`src/rtl/mac_pkg.sv`:
```
// rtl/mac_pkg.sv - shared constants, state encoding and burst-length rule for the MAC scatter path
package mac_pkg;

  localparam int LANES = 16;
  localparam int SEL_W = 4;
  localparam int CNT_W = 5;

  typedef enum logic [1:0] {
    IDLE = 2'd0,
    RUN  = 2'd1,
    DONE = 2'd2
  } state_t;

  // A requested count of zero stands for a full sweep of all lanes.
  function automatic logic [CNT_W-1:0] burst_len(input logic [CNT_W-1:0] c);
    return (c == '0) ? CNT_W'(LANES) : c;
  endfunction

endpackage

```
`src/rtl/mac_lane_counter.sv`:
```
// rtl/mac_lane_counter.sv - loadable wrap-around lane index; load has priority over inc
module mac_lane_counter
  import mac_pkg::*;
(
  input  logic             clock,
  input  logic             reset,
  input  logic             load,
  input  logic [SEL_W-1:0] base,
  input  logic             inc,
  output logic [SEL_W-1:0] idx
);

  logic [SEL_W-1:0] r_idx;

  always_ff @(posedge clock or posedge reset) begin
    if (reset) begin
      r_idx <= '0;
    end else if (load) begin
      r_idx <= base;
    end else if (inc) begin
      r_idx <= r_idx + SEL_W'(1);
    end
  end

  assign idx = r_idx;

endmodule

```
`src/rtl/mac_scatter_sequencer.sv`:
```
// rtl/mac_scatter_sequencer.sv - spreads a burst of MAC words over consecutive demux lanes
module mac_scatter_sequencer
  import mac_pkg::*;
#(
  parameter int nrOfBits = 16
)
(
  input  logic                clock,
  input  logic                reset,
  input  logic                start,
  input  logic [SEL_W-1:0]    base,
  input  logic [CNT_W-1:0]    count,
  input  logic                abort,
  input  logic [nrOfBits-1:0] in_data,
  input  logic                in_valid,
  output logic                in_ready,
  output logic [nrOfBits-1:0] demuxIn,
  output logic [SEL_W-1:0]    sel,
  output logic                enable,
  output logic                busy,
  output logic                done,
  output logic [LANES-1:0]    lane_written
);

  state_t           r_state;
  logic [CNT_W-1:0] r_remaining;
  logic [SEL_W-1:0] w_idx;
  logic             w_accept;
  logic             w_load;

  assign in_ready = (r_state == RUN) && !abort;
  assign w_accept = in_ready && in_valid;
  assign w_load   = (r_state == IDLE) && start;
  assign busy     = (r_state != IDLE);

  mac_lane_counter u_lane_counter (
    .clock (clock),
    .reset (reset),
    .load  (w_load),
    .base  (base),
    .inc   (w_accept),
    .idx   (w_idx)
  );

  always_ff @(posedge clock or posedge reset) begin
    if (reset) begin
      r_state      <= IDLE;
      r_remaining  <= '0;
      demuxIn      <= '0;
      sel          <= '0;
      enable       <= 1'b0;
      done         <= 1'b0;
      lane_written <= '0;
    end else begin
      case (r_state)
        IDLE: begin
          enable <= 1'b0;
          done   <= 1'b0;
          if (start) begin
            r_remaining  <= burst_len(count);
            lane_written <= '0;
            r_state      <= RUN;
          end
        end
        RUN: begin
          done <= 1'b0;
          if (abort) begin
            // Lanes already written stay marked so software can see how far it got.
            enable  <= 1'b0;
            r_state <= IDLE;
          end else if (w_accept) begin
            demuxIn             <= in_data;
            sel                 <= w_idx;
            enable              <= 1'b1;
            lane_written[w_idx] <= 1'b1;
            r_remaining         <= r_remaining - CNT_W'(1);
            if (r_remaining == CNT_W'(1)) begin
              done    <= 1'b1;
              r_state <= DONE;
            end
          end else begin
            enable <= 1'b0;
          end
        end
        DONE: begin
          enable  <= 1'b0;
          done    <= 1'b0;
          r_state <= IDLE;
        end
        default: begin
          enable  <= 1'b0;
          done    <= 1'b0;
          r_state <= IDLE;
        end
      endcase
    end
  end

endmodule

```
`config.mk`:
```
export PLATFORM = sky130hd
export DESIGN_NAME = mac_scatter_sequencer
export DESIGN_NICKNAME = d
export VERILOG_FILES = /design/src/rtl/mac_pkg.sv /design/src/rtl/mac_lane_counter.sv /design/src/rtl/mac_scatter_sequencer.sv
export SDC_FILE = /design/constraint.sdc
export NUM_CORES = 1
export LEC_CHECK = 0
export ABC_AREA = 1
export CAP_MARGIN = 25
export CORE_MARGIN = 5
export CORE_UTILIZATION = 51
export CTS_CLUSTER_SIZE = 40
export DETAILED_ROUTE_END_ITERATION = 12
export GPL_TIMING_DRIVEN = 0
export PLACE_DENSITY = 0.85
export RECOVER_POWER = 50
export SETUP_SLACK_MARGIN = 0.15
export SYNTH_ARGS = -nofsm -noshare
export SYNTH_HDL_FRONTEND = slang
export SYNTH_SLANG_ARGS = --single-unit
```
`constraint.sdc`:
```
create_clock -name clock -period 3.6 [get_ports clock]
set_clock_uncertainty 0.05 [all_clocks]
set_input_delay 0.72 -clock clock [delete_from_list [all_inputs] [get_ports clock]]
set_output_delay 0.72 -clock clock [all_outputs]
set_load 0.01 [all_outputs]
```
# After elaboration in Yosys (flattened, before gate mapping)
# Index checks and enable logic that the tools add are counted.
[word_totals]
ff_bits = 49
wordCells = 59
[classes]
add_sub_neg = 2
magnitude_cmp = 2
eq_ne = 7
mux = 25
bitwise = 2
reduce_logical = 13
[op_table]
columns = ["op", "n"]
rows = [
  ["$mux 16", 3],
  ["$pmux 16 s2", 1],
  ["$mux 5", 4],
  ["$or 16x16->16", 1],
  ["$pmux 5 s2", 1],
  ["$mux 1", 8],
  ["$mux 2", 4],
  ["$mux 4", 2],
  ["$ne 3x2->1 const B", 2],
  ["$reduce_and 3->1", 2],
  ["$reduce_bool 2->1", 3],
  ["$eq 5x1->1 const B", 1],
  ["$logic_not 5->1", 1],
  ["$lt 4x5->1 const B", 1],
  ["$sub 5x1->5 const B", 1],
  ["$add 4x1->4 const B", 1],
  ["$demux 1 s4", 1],
  ["$ge 4x1->1 const B", 1],
  ["$logic_and 1x1->1", 4],
  ["$ne 2x2->1 const B", 2],
  ["$pmux 2 s2", 1],
  ["$reduce_and 4->1", 1],
  ["$eq 2x1->1 const B", 1],
  ["$logic_not 2->1", 1],
  ["other kinds (3)", 3],
]

# Logic depth before layout (Yosys ltp)
[depth]
word_depth = 8
mapped_depth = 8

# Modules after synthesis
# From an unflattened synthesis, not the netlist that was laid out.
[hier_totals]
cells_unflattened = 310
area_unflattened_um2 = 2406.1
[by_module_without_submodules]
columns = ["mod", "n_inst", "cells_each", "area_per_inst_um2", "seq_area_each_um2"]
rows = [
  ["mac_scatter_sequencer", 1, 282, 2182.1, 1126.1],
  ["mac_lane_counter", 1, 28, 224.0, 100.1],
]

# Worst setup path after synthesis
# No wires, ideal clock.
[synth_timing]
kind = "reg2out"
start = "register r_state[1]"
end = "output port in_ready"
t_arrival_ns = 0.924
required_ns = 2.830
setup_slack_ns = 1.906
path_stages_with_launch = 5
path_cell_list = "dfrtp_1 -> inv_1 -> nand2_1 -> buf_2 -> nor2_1"
[synth_between]
elab_chain_cells = 2
[synth_lines]
columns = ["item", "line", "source"]
rows = [
  ["start, declared", "mac_scatter_sequencer.sv:25", "state_t r_state;"],
  ["start signal, assigned", "mac_scatter_sequencer.sv:47", "r_state <= IDLE;"],
  ["start signal, assigned", "mac_scatter_sequencer.sv:62", "r_state <= RUN;"],
  ["start signal, assigned", "mac_scatter_sequencer.sv:70", "r_state <= IDLE;"],
  ["$eq 2x1->1", "mac_scatter_sequencer.sv:31", "assign in_ready = (r_state == RUN) && !abort;"],
  ["$logic_and 1x1->1", "mac_scatter_sequencer.sv:31", ""],
  ["end, declared", "mac_scatter_sequencer.sv:16", "output logic in_ready,"],
]
# No other way between the ends.

# Final worst setup path
# Same ends and word-level chain as after synthesis.

==> flow_summary.toml <==
[worst_setup_path]
cp.arrival_ps = 1860
crit_chain = "inv_1 -> nand2_1 -> buf_2 -> nor2_1 -> clkdlybuf4s50_1"
max_stage_delay_ps = 570
critPathLaunch = "r_state[1]"
path_max_fanout = 10
cp.required_ps = 2830
critPathCaptureType = "output pin"
criticalPathCategory = "reg2out"
startpoint_type = "flop"
crit_family = "buffers and inverters"
cpMaxStageDelayCell = "clkdlybuf4s50_1"
critPathBufInv = 3
r2r-start = "r_state[0]"

[floorplanning]
fp.dieW_um = 78.7
initial_core_util = 0.516
io_pins = 70
coreArea_um2 = 4660
die_height_um = 78.7
die-area_um2 = 6190
rows = 25

[timing]
drv_slew = 0
period_share = 0.731
hold_viol = 0
whs_ps = 429
setup_violations = 0
period_needed_ps = 2630
rsz0062_at_grt = "no"
max_slew_margin = 0.580
max_freq_mhz = 380
tns_ps = 0
worst_slew_pin_slew_ps = 630
fin_ws_ps = 967

[pwr]
power_density_nw_per_um2 = 680
leakagePower_nw = 1.52
p_total_mw = 2.19
irDropWorstVdd_uv = 413

[final_layout]
finalNetCount = 408
drive_gt1_frac = 0.0563
multi_input_area_um2 = 920
nFillCells = 388
ff_latch_area_um2 = 1230
mostFrequentLayoutCell = "nand2_1"
area_delta_synth_final_pct = 34.1
final_cell_mix = "102 x nand2_1, 67 x clkdlybuf4s50_1, 49 x dfrtp_1, 35 x inv_1, 24 x o21ai_0"
n_antenna_cell = 0

[detailed_routing]
final_antenna_net_count = 0
first_pass_iters = 4
drt_iter0_markers = 135
vias_per_cell = 5.04
vias = 2152
drt_wl_total_um = 5490
drcViolationCount = 0
wl_per_cell_um = 12.9

[min_path]
hp-class = "reg2reg"
hp-start = "demuxIn[11]"

[grt]
grt_max_degree = 36
grt_usage = 0.192
grt_overflow = 0
grt_pass1_wl_um = 9530
grt_pass1_vias = 2161
antenna_found_initial = 0

[clock_tree]
clock-sinks = 49
cts-resized-gates = 0
clkLatencyLatePin_ps = 300
numCtsBuffers = 5
tritoncts = "yes"
holdBufCountCts = 0
h-tree-depth = 2
postCtsSetupBuffers = 0
path_clk_slew_ps = 80
root_buffer = "clkbuf_8"
clk_path_buf_depth = 2

[yosys]
yosys_warnings = 0
postSynthCellCount = 295
syn_avg_cell_area_um2 = 8.15
yosysSeqAreaShare = 0.510
synth_nets = 331
synth_seq_cells = 49
ys_types = 22
synth_area_um2 = 2400

[place]
dp_slack_ps = 991
portBuffers = 69
dp_hpwl_um = 4110
gp_congestion = 0.820

[outcome]
status = "finished clean"

[job]
cap_viol_max_count = 0
final timing paths:
check / end / slack (ps) / cells past startpoint
max in group asynchronous: r_remaining[0] / 2020 / 3
min: demuxIn[11] / 430 / 2
min in group asynchronous: sel[3] / 880 / 2
max: in_ready / 970 / 5
min reg2reg: demuxIn[11] / 430 / 2
max reg2reg: sel[1] / 1810 / 6
state kept, by name, summed over array words and instances (netlist names):
register,cells
demuxIn,16
done,1
enable,1
lane_written,16
r_remaining,5
r_state,2
sel,4
u_lane_counter.idx,4
per-stage QoR:
stage,cell area (um^2),cells,util
after global routing,3220,427,0.692
after floorplan,2400,295,-
after detailed placement,3180,419,0.683
final,3220,427,0.692
after CTS,3260,427,0.700
after global placement,3160,418,0.678
power by group:
group / internal (mW) / switching, mW
Combinational: 0.489 / 0.527
Clock: 0.138 / 0.176
Sequential: 0.738 / 0.123
Total: 1.37 / 0.826
Yosys cell counts, drive strengths merged:
cell / count / share of area
nand2: 103 / 0.16
dfrtp: 49 / 0.51
inv: 36 / 0.056
o21ai: 28 / 0.061
nand3: 24 / 0.057
nor2: 17 / 0.030
a21oi: 16 / 0.033
buf: 12 / 0.044
ha: 6 / 0.031
o22ai: 1 / 0.0026
or2: 1 / 0.0026
xnor2: 1 / 0.0036
xor2: 1 / 0.0036
cell families (layout without fill, tap and decap cells):
family                   count (synthesis)  after routing  synth area share
AO/OA/AOI/OAI                           45             45            0.0973
XOR/XNOR                                 2              2           0.00729
adder cells (fa/ha/maj)                  6              6            0.0312
buffers and inverters                   48            126             0.100
flip-flops                              49             49             0.510
AND/OR/NAND/NOR                        145            145             0.254
routing by layer:
metal / up-vias / GRT usage / wire length (um)
met3: 7 / 0.0734 / 447
met2: 67 / 0.324 / 2580
met4: 0 / 0.0455 / 63
li1: 1076 / - / -
met1: 1002 / 0.232 / 2400
met5: - / 0 / 0
layout make-up:
class,count,area share
Sequential cell,49,0.380
Multi-Input combinational cell,198,0.285
Timing Repair Buffer,70,0.220
Inverter,36,0.0419
Buffer,12,0.0260
Clock buffer,8,0.0248
Tap cell,54,0.0210
worst register-to-register path, cell delays in order (launching register included):
cell and delay, ps:
dfrtp_1 400, inv_2 100, nor2_4 60, nand3_1 160, clkbuf_1 340, clkbuf_1 410
o21ai_0 160
(Power assumes the default switching activity.)
